File: src/rtl/pkg_commit_agg.sv
// Commit-aggregator side definitions: issue FSM states and O_Err bit map.
package pkg_commit_agg;

   typedef enum logic {
      ISSUE_IDLE     = 1'b0,
      ISSUE_DISPATCH = 1'b1
   } issue_fsm_t;

   localparam int unsigned ERR_W          = 3;
   localparam int unsigned ERR_ORDER      = 0;  // commit out of order / unexpected
   localparam int unsigned ERR_EMPTY_MASK = 1;  // request with no TPU enabled
   localparam int unsigned ERR_TIMEOUT    = 2;  // dispatch watchdog expired

endpackage

File: src/rtl/pkg_mpu.sv
// MPU-side shared types: issue number carried between sequencer,
// dispatch controller and commit aggregator.
package pkg_mpu;

   localparam int unsigned MPU_ISSUE_NO_W = 4;

   typedef logic [MPU_ISSUE_NO_W-1:0] mpu_issue_no_t;

endpackage

File: src/rtl/issue_credit_cnt.sv
// Up/down saturating credit counter. An increment is ignored when full and a
// decrement is ignored when empty; both in one cycle cancel out.
module issue_credit_cnt #(
   parameter int unsigned MAX_CNT = 4,
   parameter int unsigned CNT_W   = $clog2(MAX_CNT + 1)
) (
   input  logic             clk_i,
   input  logic             rst_ni,
   input  logic             inc_i,
   input  logic             dec_i,
   output logic [CNT_W-1:0] cnt_o,
   output logic             full_o,
   output logic             empty_o
);

   logic [CNT_W-1:0] cnt_q, cnt_d;
   logic             up, dn;

   assign full_o  = (cnt_q == CNT_W'(MAX_CNT));
   assign empty_o = (cnt_q == '0);
   assign cnt_o   = cnt_q;

   // next count: saturate at both ends
   always_comb begin
      up    = inc_i & ~full_o;
      dn    = dec_i & ~empty_o;
      cnt_d = cnt_q;
      if (up & ~dn)
         cnt_d = cnt_q + 1'b1;
      else if (dn & ~up)
         cnt_d = cnt_q - 1'b1;
   end

   // count register
   always_ff @(posedge clk_i or negedge rst_ni) begin
      if (!rst_ni) cnt_q <= '0;
      else         cnt_q <= cnt_d;
   end

endmodule

File: src/rtl/issue_dispatch_ctrl.sv
// Issue dispatch controller: accepts one issue from the MPU sequencer,
// registers it with the commit aggregator, then hands it to every enabled TPU
// with independent per-TPU handshakes. Tracks outstanding issues as credits
// and checks that commits come back in issue order.
// Optional feature macro: ISSUE_TIMEOUT_EN (dispatch watchdog, O_Err[2]).
module issue_dispatch_ctrl
   import pkg_mpu::*, pkg_commit_agg::*;
#(
   parameter  int unsigned NUM_TPU     = 1,
   parameter  int unsigned BUFF_SIZE   = 4,
   parameter  int unsigned TIMEOUT_CYC = 1024,
   localparam int unsigned CNT_W       = $clog2(BUFF_SIZE + 1)
) (
   input  logic               clock,
   input  logic               reset,          // async, active-low
   input  logic               I_Req,
   input  logic [NUM_TPU-1:0] I_En_TPU,
   output logic               O_Ack,
   output logic [NUM_TPU-1:0] O_Issue_Valid,
   output mpu_issue_no_t      O_Issue_No,
   input  logic [NUM_TPU-1:0] I_TPU_Ready,
   output logic               O_Agg_Req,
   output logic [NUM_TPU-1:0] O_Agg_En_TPU,
   input  logic               I_Agg_Full,
   input  logic               I_Commit_Req,
   input  mpu_issue_no_t      I_Commit_No,
   output logic [CNT_W-1:0]   O_Outstanding,
   output logic               O_Busy,
   output logic [ERR_W-1:0]   O_Err
);

   issue_fsm_t         state_q, state_d;
   mpu_issue_no_t      next_no_q, next_no_d;
   mpu_issue_no_t      oldest_no_q, oldest_no_d;
   logic [NUM_TPU-1:0] mask_q, mask_d;
   logic [NUM_TPU-1:0] done_q, done_d;
   logic [ERR_W-1:0]   err_q, err_d;
   logic [NUM_TPU-1:0] valid, hs;
   logic               accept, reject, all_done, timeout, wd_expired;
   logic               cred_full, cred_empty;
   logic [CNT_W-1:0]   cred_cnt;

   // Outstanding issues: +1 on accept, -1 on any commit while non-empty
   issue_credit_cnt #(
      .MAX_CNT (BUFF_SIZE),
      .CNT_W   (CNT_W)
   ) u_credit (
      .clk_i   (clock),
      .rst_ni  (reset),
      .inc_i   (accept),
      .dec_i   (I_Commit_Req),
      .cnt_o   (cred_cnt),
      .full_o  (cred_full),
      .empty_o (cred_empty)
   );

`ifdef ISSUE_TIMEOUT_EN
   localparam int unsigned WD_W = (TIMEOUT_CYC > 1) ? $clog2(TIMEOUT_CYC) : 1;
   logic [WD_W-1:0] wd_q, wd_d;

   assign wd_expired = (wd_q == WD_W'(TIMEOUT_CYC - 1));

   // watchdog: restart on DISPATCH entry, count every DISPATCH cycle
   always_comb begin
      wd_d = wd_q;
      if (accept)
         wd_d = '0;
      else if (state_q == ISSUE_DISPATCH)
         wd_d = wd_q + 1'b1;
   end

   // watchdog register
   always_ff @(posedge clock or negedge reset) begin
      if (!reset) wd_q <= '0;
      else        wd_q <= wd_d;
   end
`else
   assign wd_expired = 1'b0;
`endif

   // FSM next state, handshake tracking and issue-number advance
   always_comb begin
      state_d   = state_q;
      next_no_d = next_no_q;
      mask_d    = mask_q;
      done_d    = done_q;
      accept    = 1'b0;
      reject    = 1'b0;
      valid     = '0;
      hs        = '0;
      all_done  = 1'b0;
      timeout   = 1'b0;
      case (state_q)
         ISSUE_IDLE: begin
            if (I_Req) begin
               if (~|I_En_TPU) begin
                  reject = 1'b1;
               end else if (~I_Agg_Full & ~cred_full) begin
                  // aggregator entry is registered in this same cycle, so it
                  // exists before any TPU can see the issue
                  accept  = 1'b1;
                  mask_d  = I_En_TPU;
                  done_d  = '0;
                  state_d = ISSUE_DISPATCH;
               end
            end
         end
         ISSUE_DISPATCH: begin
            valid    = mask_q & ~done_q;
            hs       = valid & I_TPU_Ready;
            done_d   = done_q | hs;
            all_done = (done_d == mask_q);
            timeout  = ~all_done & wd_expired;
            if (all_done | timeout) begin
               // on timeout the credit stays held; only reset recovers it
               next_no_d = next_no_q + 1'b1;
               state_d   = ISSUE_IDLE;
            end
         end
      endcase
   end

   // commit order check and sticky error collection
   always_comb begin
      oldest_no_d = oldest_no_q;
      err_d       = err_q;
      if (reject)  err_d[ERR_EMPTY_MASK] = 1'b1;
      if (timeout) err_d[ERR_TIMEOUT]    = 1'b1;
      if (I_Commit_Req) begin
         if (cred_empty) begin
            err_d[ERR_ORDER] = 1'b1;
         end else begin
            // a wrong number still retires the oldest credit
            if (I_Commit_No != oldest_no_q) err_d[ERR_ORDER] = 1'b1;
            oldest_no_d = oldest_no_q + 1'b1;
         end
      end
   end

   // state registers
   always_ff @(posedge clock or negedge reset) begin
      if (!reset) begin
         state_q     <= ISSUE_IDLE;
         next_no_q   <= '0;
         oldest_no_q <= '0;
         mask_q      <= '0;
         done_q      <= '0;
         err_q       <= '0;
      end else begin
         state_q     <= state_d;
         next_no_q   <= next_no_d;
         oldest_no_q <= oldest_no_d;
         mask_q      <= mask_d;
         done_q      <= done_d;
         err_q       <= err_d;
      end
   end

   assign O_Ack         = accept | reject;
   assign O_Agg_Req     = accept;
   assign O_Agg_En_TPU  = accept ? I_En_TPU : '0;
   assign O_Issue_Valid = valid;
   assign O_Issue_No    = next_no_q;   // held through DISPATCH, advances on exit
   assign O_Outstanding = cred_cnt;
   assign O_Busy        = (state_q == ISSUE_DISPATCH);
   assign O_Err         = err_q;

endmodule

File: config.mk
export PLATFORM = sky130hd
export DESIGN_NAME = issue_dispatch_ctrl
export DESIGN_NICKNAME = d
export VERILOG_FILES = /design/src/rtl/pkg_commit_agg.sv /design/src/rtl/pkg_mpu.sv /design/src/rtl/issue_credit_cnt.sv /design/src/rtl/issue_dispatch_ctrl.sv
export SDC_FILE = /design/constraint.sdc
export NUM_CORES = 1
export LEC_CHECK = 0
export CAP_MARGIN = 20
export CORE_MARGIN = 3
export CORE_UTILIZATION = 30
export CTS_CLUSTER_SIZE = 40
export DETAILED_ROUTE_END_ITERATION = 7
export HOLD_SLACK_MARGIN = 0.15
export MAX_ROUTING_LAYER = met4
export SLEW_MARGIN = 15
export SYNTH_ARGS = -nofsm -noshare
export SYNTH_HDL_FRONTEND = slang
export SYNTH_SLANG_ARGS = --single-unit
File: constraint.sdc
create_clock -name clock -period 2.53 [get_ports clock]
set_input_delay 0.3795 -clock clock [delete_from_list [all_inputs] [get_ports clock]]
set_output_delay 0.3795 -clock clock [all_outputs]
set_load 0.02 [all_outputs]
; ---- Word level (Yosys, flattened, before mapping)
; Cells that the tools add are included.
[word_totals]
ff_bits = 16
latchBits = 0
mem_bits_rw = 0
mem_bits_ro = 0
inputBits = 11
out_inout_bits = 15
memories = 0
[op_classes]
n_addsub = 4
multipliers = 0
div_mod_pow = 0
magnitude_cmp = 0
eq_ne = 6
shifts = 0
muxes = 19
bitwise = 16
n_reduce_logical = 8
[op_table]
columns = op, count
row1 = 1-bit 2-to-1 mux, 15
row2 = 4-bit by 1-bit adder with 4-bit output (second input constant), 2
row3 = 1-bit bitwise AND, 7
row4 = 1-bit NOT, 7
row5 = 3-bit 2-to-1 mux, 2
row6 = 2-bit != test (second input constant), 3
row7 = 2-bit AND reduction, 3
row8 = 4-bit != test, 1
row9 = 1-bit case mux with 2 select lines, 2
row10 = 4-bit AND reduction, 1
row11 = 2-bit nonzero test, 2
row12 = 3-bit by 1-bit adder with 3-bit output (second input constant), 1
row13 = 3-bit == test (second input constant), 1
row14 = 3-bit logical NOT, 1
row15 = 3-bit AND reduction, 1
row16 = 3-bit by 1-bit subtractor with 3-bit output (second input constant), 1
row17 = 1-bit OR, 2
row18 = 1-bit == test, 1

; ---- Depth between registers and ports, before layout
; Gate-level depths: netlist (run 1).
[logic_depth]
ltp_word = 12
ltp_mapped = 8
ltp_nobuf = 8

; ---- Modules after synthesis
; From an unflattened synthesis (run 1), not the netlist that was laid out.
[hier_totals]
hier_cells = 70
area_unflattened_um2 = 819.5
[by_module_without_submodules]
columns = mod, n_inst, cells_each, area_each_um2
row1 = issue_dispatch_ctrl, 1, 55, 636.9
row2 = issue_credit_cnt, 1, 15, 182.7

; ---- Worst setup path before layout (run 1)
; Ideal clock, no wire load.
[synth_timing]
path_type = register to output
startpoint = reg u_credit.cnt_q[0] (netlist: u_credit.cnt_o[0])
endpoint = out O_Agg_En_TPU
arrival_ns = 1.811
required_time_ns = 2.151
slack_ns = 0.339
stages_incl_launch_ff = 3
path_buffers = 0
cell_sequence = dfrtp_1 nor2_2 a2111oi_0
[synth_between]
elab_chain_len = 8
[synth_lines]
columns = element, line
row1 = start: declaration, issue_credit_cnt.sv:16  ; logic [CNT_W-1:0] cnt_q, cnt_d;
row2 = start signal: assignment, issue_credit_cnt.sv:37  ; else cnt_q <= cnt_d;
row3 = 3-bit == test, issue_credit_cnt.sv:19  ; assign full_o = (cnt_q == CNT_W'(MAX_CNT));
row4 = 1-bit NOT, issue_dispatch_ctrl.sv:98  ; end else if (~I_Agg_Full & ~cred_full) begin
row5 = 1-bit bitwise AND, issue_dispatch_ctrl.sv:98
row6 = 1-bit 2-to-1 mux, issue_dispatch_ctrl.sv:98
row7 = 1-bit 2-to-1 mux, issue_dispatch_ctrl.sv:96  ; if (~|I_En_TPU) begin
row8 = 1-bit 2-to-1 mux, issue_dispatch_ctrl.sv:95  ; if (I_Req) begin
row9 = 1-bit 2-to-1 mux, issue_dispatch_ctrl.sv:93  ; case (state_q)
row10 = 1-bit 2-to-1 mux, issue_dispatch_ctrl.sv:161  ; assign O_Agg_En_TPU = accept ? I_En_TPU : '0;
row11 = end: declaration, issue_dispatch_ctrl.sv:23  ; output logic [NUM_TPU-1:0] O_Agg_En_TPU,
; No other way between the ends.

; ---- Worst setup path after layout (run 1)
[layout_timing]
startpoint = in I_Req
endpoint = out O_Agg_Req
[layout_between]
elab_chain_len = 2
[layout_lines]
columns = element, line
row1 = start: declaration, issue_dispatch_ctrl.sv:16  ; input logic I_Req,
row2 = 1-bit 2-to-1 mux, issue_dispatch_ctrl.sv:95
row3 = 1-bit 2-to-1 mux, issue_dispatch_ctrl.sv:93
row4 = end: declaration, issue_dispatch_ctrl.sv:22  ; output logic O_Agg_Req,
; No other way between the ends.

==> results_dict.tcl, run 1 <==
set metrics [dict create \
    tritoncts "built" \
    worstPathArrival_ns 2.06 \
    avgRoutedWirePerCell_um 13.3 \
    core_area_um2 2570 \
    design.portCount 26 \
    power_leakage_uw 0.000486 \
    numCtsBuffers 3 \
    post_route_cells_drive_above_1_share 0.133 \
    floorplan.rows 18 \
    grt-ovfl-total 0 \
    cts.htree.levels 1 \
    setup_total_negative_slack_ns 0 \
    unrepaired_setup_endpoints_after_global_routing "false" \
    syn-instance-count 71 \
    initial_utilization 0.326 \
    synth_edf_count 0 \
    power_density_nw_per_um2 1110 \
    placed_area_um2 1110 \
    wirelength_mm 1.70 \
    antennaDiodeCount 0 \
    yosysWarningCount 0 \
    cts.sinks 16 \
    timing.slew.headroom 0.507 \
    antenna_found_initial 0 \
    synthTopCellsByCount "sky130_fd_sc_hd__dfrtp_1, sky130_fd_sc_hd__xor2_1, sky130_fd_sc_hd__xnor2_1" \
    reg2reg_to "u_credit.cnt_o[2]$_DFFE_PN0P_" \
    finalWorstPathRequiredPeriod_ns 2.44 \
    die_area_um2 3460 \
    final_hold_viol_count 0 \
    maximum_number_of_pins_on_one_net_before_global_route_repair 17 \
    worst_hold_path_type "flip-flop to flip-flop" \
    synth_most_common_cell "sky130_fd_sc_hd__dfrtp_1" \
    synthesis.nets 86 \
    final_area_um2 1150 \
    first_global_vias 674 \
    clk_transition_reported_paths_ns 0.10 \
    setup-violations-final 0 \
    startpoint_of_the_worst_hold_path "O_Issue_No[3]$_DFFE_PN0P_" \
    fraction_of_synthesized_cell_area_taken_by_the_top_area_cell_type 0.479 \
    grt_pass1_wl_mm 3.06 \
    timing.critical_path.required_ns 2.15 \
    die_width_um 58.8 \
    final_cell_count_no_fill 128 \
    avgViaCountPerCell 4.94 \
    ctsRootBufferMaster "sky130_fd_sc_hd__clkbuf_4" \
    critical_path_class "primary input to primary output" \
    syn-mean-instance-area_um2 11.8 \
    drtAntennaViolNets 0 \
    max_clk_rate_mhz 409 \
    synthTopCellsByArea "sky130_fd_sc_hd__dfrtp_1, sky130_fd_sc_hd__xor2_1, sky130_fd_sc_hd__xnor2_1, sky130_fd_sc_hd__ha_1, sky130_fd_sc_hd__fa_1" \
    synth_seq_area_share 0.479 \
    holdPathStages 1 \
    postCtsSetupRepairBufs 0 \
    later_pin_clock_latency_in_the_skew_report_ns 0.28 \
    worst_ir_drop_vdd_v 0.000501 \
    worst_setup_path_start_kind "primary input" \
    synth-seq-cells 16 \
    outcome "complete, no violations" \
    tightestPinTransition_ns 0.738 \
    weighted_congestion_at_the_end_of_routability_driven_global_placement 0.770 \
    critical_path.max_fanout 4 \
    portbufs 24 \
    drv_cap 0 \
    ff2ff_path_depth 8 \
    critPathCaptureType "primary output" \
    area_delta_synth_final_pct 37.7 \
    dp.cells 124 \
    dr.first_iter.drc_count 7 \
    finalMaxSlewViolations 0 \
    netlist.top_cell.by_area "sky130_fd_sc_hd__dfrtp_1" \
    postSynth.asyncResetShare 1.00 \
    synth_cell_type_count 32 \
    timing.hold.worst_endpoint "O_Issue_No[3]$_DFFE_PN0P_" \
    synth_top_flop_cell "sky130_fd_sc_hd__dfrtp_1" \
    regToRegSetupSlack_ns 0.37 \
    drc_errors 0 \
    layout.core_utilization 0.448 \
    nets 114 \
    final_clock_period_utilization_by_the_worst_path 0.966 \
    drt_pass1_iterations 2 \
    clock_skew_ns 0.00556 \
    floorplan.die.height_um 58.8 \
    grt_usage 0.119 \
    route.vias.total 632 \
    r2r_start "u_credit.cnt_o[1]$_DFFE_PN0P_" \
    post_synthesis_cell_area_um2 836 \
    clock_path_buffers 2 \
    dp_hpwl_mm 1.31 \
]
## layout make-up
class | count | area [µm²]
inverters | 3 | 11.3
well taps | 30 | 37.5
multi-input cells | 50 | 412
fillers | 270 | 1420
repair buffers | 25 | 253
clock buffers | 4 | 36.3
flip-flops and latches | 16 | 402
## where the power goes
group	internal [µW]	total [µW]	switching, µW
registers	367	526	159
clock network	87.5	169	81.5
logic	320	584	264
## metal layers
layer / track usage / routed length (µm)
met1: 0.167 / 816
met2: 0.166 / 798
met3: 0.0197 / 64
met4: 0.0583 / 20
met5: - / 0
## flip-flops by register name (all words and copies together), names as in the netlist
register	cells
O_Issue_No	4
u_credit.cnt_o	3
O_Busy	1
done_q	1
mask_q	1
oldest_no_q	4
O_Err	2
## worst max-delay path by stage
| stage | cells past startpoint | slack, ns | from | end |
|---|---|---|---|---|
| after floorplan | 2 | 0.34 | u_credit.cnt_o[0]$_DFFE_PN0P_ | O_Agg_En_TPU |
| after CTS | 4 | 0.06 | I_Req | O_Agg_Req |
| final | 4 | 0.09 | I_Req | O_Agg_Req |
| after global routing | 4 | 0.001 | I_Req | O_Agg_Req |
| after global placement | 9 | 0.05 | I_Req | u_credit.cnt_o[2]$_DFFE_PN0P_ |
| after detailed placement | 9 | -0.06 | I_Req | u_credit.cnt_o[2]$_DFFE_PN0P_ |
## kinds of logic after synthesis
| group | share of synthesized area |
|---|---|
| and+or+nand+nor | 0.130 |
| DFF | 0.479 |
| xor gates and xnor gates | 0.136 |
| AOI/OAI and AO/OA | 0.108 |
| buffers and inverters | 0.0284 |
| adders and majority gates | 0.0689 |
| muxes | 0.0449 |
| other | 0.00449 |
## repair_timing
item                       in CTS  in global routing
setup endpoints to repair       0                  3
gates resized for setup         0                  3
hold buffers                    0                  0
## placed cells by master, fill, tap and decap left out, drive strengths merged, types with 4 or more instances in the layout
| cell | n |
|---|---|
| xnor2 | 6 |
| dfrtp | 16 |
| clkbuf | 4 |
| xor2 | 7 |
| nor2 | 4 |
| clkdlybuf4s50 | 22 |
## worst max-delay path: stages
cell and delay, ns:
sky130_fd_sc_hd__clkdlybuf4s50_1 0.48, sky130_fd_sc_hd__nand2_1 0.11, sky130_fd_sc_hd__a2111oi_2 0.42, sky130_fd_sc_hd__clkdlybuf4s50_1 0.68
## per-stage QoR
stage / hold WS, ns / power, µW / worst slack (ns)
2_1_floorplan: 0.0839 / 870 / 0.339
3_3_place_gp: 0.462 / 1100 / 0.0504
3_5_place_dp: 0.462 / 1120 / -0.0614
4_1_cts: 0.486 / 1300 / 0.0621
5_1_grt: 0.496 / 1390 / 0.00107
6_report: 0.480 / 1280 / 0.0855
No activity file was read; power rests on OpenSTA's default activity.
==> inputs of run 2 (changes only) <==
--- a/config.mk
+++ b/config.mk
@@ -10,7 +10,7 @@
 export CORE_UTILIZATION = 30
 export CTS_CLUSTER_SIZE = 40
 export DETAILED_ROUTE_END_ITERATION = 7
-export HOLD_SLACK_MARGIN = 0.15
+export HOLD_SLACK_MARGIN = 0.08
 export MAX_ROUTING_LAYER = met4
 export SLEW_MARGIN = 15
 export SYNTH_ARGS = -nofsm -noshare
==> constraint.sdc (replaced) <==
create_clock -name clock -period 2.7 [get_ports clock]
set_input_delay 0.405 -clock clock [delete_from_list [all_inputs] [get_ports clock]]
set_output_delay 0.405 -clock clock [all_outputs]
set_load 0.02 [all_outputs]
==> run 2 against run 1 <==
  * Clock skew fell by 0.0022 ns
  * Clock power fell by 8%
  * Wire length fell by 2.0%
  * Setup slack improved by 0.13 ns
  * Sequential power fell by 7.0%
  * Critical endpoint is now O_Ack
  * Critical path type unchanged
  * Global-route usage fell by 0.64 points
  * Power fell by 6.9%
  * Via count fell by 2.2%
  * Cell count fell by 0.78%
  * Critical path depth rose by 1
  * Sequential share of layout area rose by 0.31 points
  * Sequential cell count did not move
==> results_dict.tcl, run 2 (synthesized netlist as in run 1, its figures left out) <==
set metrics [dict create \
    met2_demand_to_capacity_share_in_global_routing 0.150 \
    dp.cells 123 \
    worst_ir_drop_vdd_v 0.000463 \
    clock_skew_ns 0.00341 \
    power_density_nw_per_um2 1050 \
    worstPathArrival_ns 2.08 \
    final_area_um2 1140 \
    cts_repair_resize_count 0 \
    post_route_cells_drive_above_1_share 0.113 \
    final_clock_period_utilization_by_the_worst_path 0.919 \
    numCtsBuffers 3 \
    route.vias.total 618 \
    first_global_vias 642 \
    cts.htree.levels 1 \
    setup-violations-final 0 \
    drtAntennaViolNets 0 \
    grtUsageMet1 0.154 \
    antenna_found_initial 0 \
    final_hold_slack_ns 0.488 \
    unrepaired_setup_endpoints_after_global_routing "false" \
    nets 113 \
    tritoncts "built" \
    drc_errors 0 \
    cts.sinks 16 \
    tightestPinTransition_ns 0.729 \
    worst_hold_path_type "flip-flop to flip-flop" \
    drt_pass1_iterations 4 \
    avgViaCountPerCell 4.87 \
    grt_use_met3 0.0263 \
    ctsRootBufferMaster "sky130_fd_sc_hd__clkbuf_4" \
    drv_cap 0 \
    portbufs 24 \
    critical_path.max_fanout 4 \
    outcome "complete, no violations" \
    die_area_um2 3460 \
    timing.slew.headroom 0.512 \
    power_leakage_uw 0.000450 \
    initial_utilization 0.326 \
    clock_path_buffers 2 \
    worst_setup_path_start_kind "primary input" \
    final_cell_count_no_fill 127 \
    avgRoutedWirePerCell_um 13.1 \
    layout.cells.most_common "sky130_fd_sc_hd__clkdlybuf4s50_1" \
    grt_most_used_layer "met1" \
    wirelength_mm 1.67 \
    max_clk_rate_mhz 403 \
    cts-hold-fix-buffers 0 \
    layout.core_utilization 0.443 \
    floorplan.rows 18 \
    floorplan.die.height_um 58.8 \
    antennaDiodeCount 0 \
    grt_pass1_wl_mm 2.79 \
    dp_hpwl_mm 1.26 \
    final_hold_viol_count 0 \
    finalWorstPathRequiredPeriod_ns 2.48 \
    critical_path_class "primary input to primary output" \
    postCtsSetupRepairBufs 0 \
    clk_transition_reported_paths_ns 0.09 \
    setup_total_negative_slack_ns 0 \
    die_width_um 58.8 \
    grt-ovfl-total 0 \
    critPathCaptureType "primary output" \
    grt_usage 0.113 \
    core_area_um2 2570 \
    timing.critical_path.required_ns 2.30 \
    placed_area_um2 1100 \
    dr.first_iter.drc_count 15 \
    finalMaxSlewViolations 0 \
    weighted_congestion_at_the_end_of_routability_driven_global_placement 0.743 \
    design.portCount 26 \
    area_delta_synth_final_pct 36.1 \
    later_pin_clock_latency_in_the_skew_report_ns 0.28 \
    leading_cell_types_in_the_layout_fill_and_taps_excluded "sky130_fd_sc_hd__clkdlybuf4s50_1, sky130_fd_sc_hd__dfrtp_1, sky130_fd_sc_hd__xor2_1" \
    maximum_number_of_pins_on_one_net_before_global_route_repair 17 \
]
run 2: changes by cell type in the layout (fill, tap and decap cells not counted), sizes merged:
cell,change
buf,-1
clkdlybuf4s50,+2
dlymetal6s2s,-2
run 2: power breakdown:
group          switching (µW)  internal (µW)  leakage, µW
Clock                    74.0           82.0    0.0000210
Sequential                147            342     0.000179
Combinational             247            299     0.000250
run 2: final cells by class:
cell class | count | area (µm²)
timing repair buffer | 24 | 240
clock buffer | 4 | 36.3
tap | 30 | 37.5
multi-input combinational | 50 | 412
sequential | 16 | 400
fill | 260 | 1430
inverter | 3 | 11.3
run 2: layer usage:
layer	vias up	routed length, µm	share of wire
met5	-	0	0
met4	0	17	0.010
met3	2	100	0.060
met2	21	742	0.45
met1	293	805	0.48
li1	302	-	-
run 2: critical path: stages:
cell and delay (ns):
sky130_fd_sc_hd__clkdlybuf4s50_1 0.48, sky130_fd_sc_hd__nand2_1 0.11, sky130_fd_sc_hd__a211o_1 0.32, sky130_fd_sc_hd__a21oi_1 0.14
sky130_fd_sc_hd__clkdlybuf4s50_1 0.62
run 2: worst paths after layout:
check                                         startpoint                             to  slack [ns]  depth (start not counted)
min in group asynchronous                          reset             done_q$_DFFE_PN0P_        0.55                          1
max in group asynchronous                          reset  u_credit.cnt_o[0]$_DFFE_PN0P_        1.69                          1
max                                                I_Req                          O_Ack        0.22                          5
max reg2reg                u_credit.cnt_o[0]$_DFFE_PN0P_  u_credit.cnt_o[2]$_DFFE_PN0P_        0.50                          8
min                                 O_Err[1]$_DFFE_PN0P_           O_Err[1]$_DFFE_PN0P_        0.49                          1
min reg2reg                         O_Err[1]$_DFFE_PN0P_           O_Err[1]$_DFFE_PN0P_        0.49                          1
run 2: metrics by stage:
step	power, µW	setup slack (ns)
4_1_cts	1220	0.206
2_1_floorplan	816	0.484
5_1_grt	1290	0.118
3_3_place_gp	1030	0.176
3_5_place_dp	1050	0.117
6_report	1190	0.218
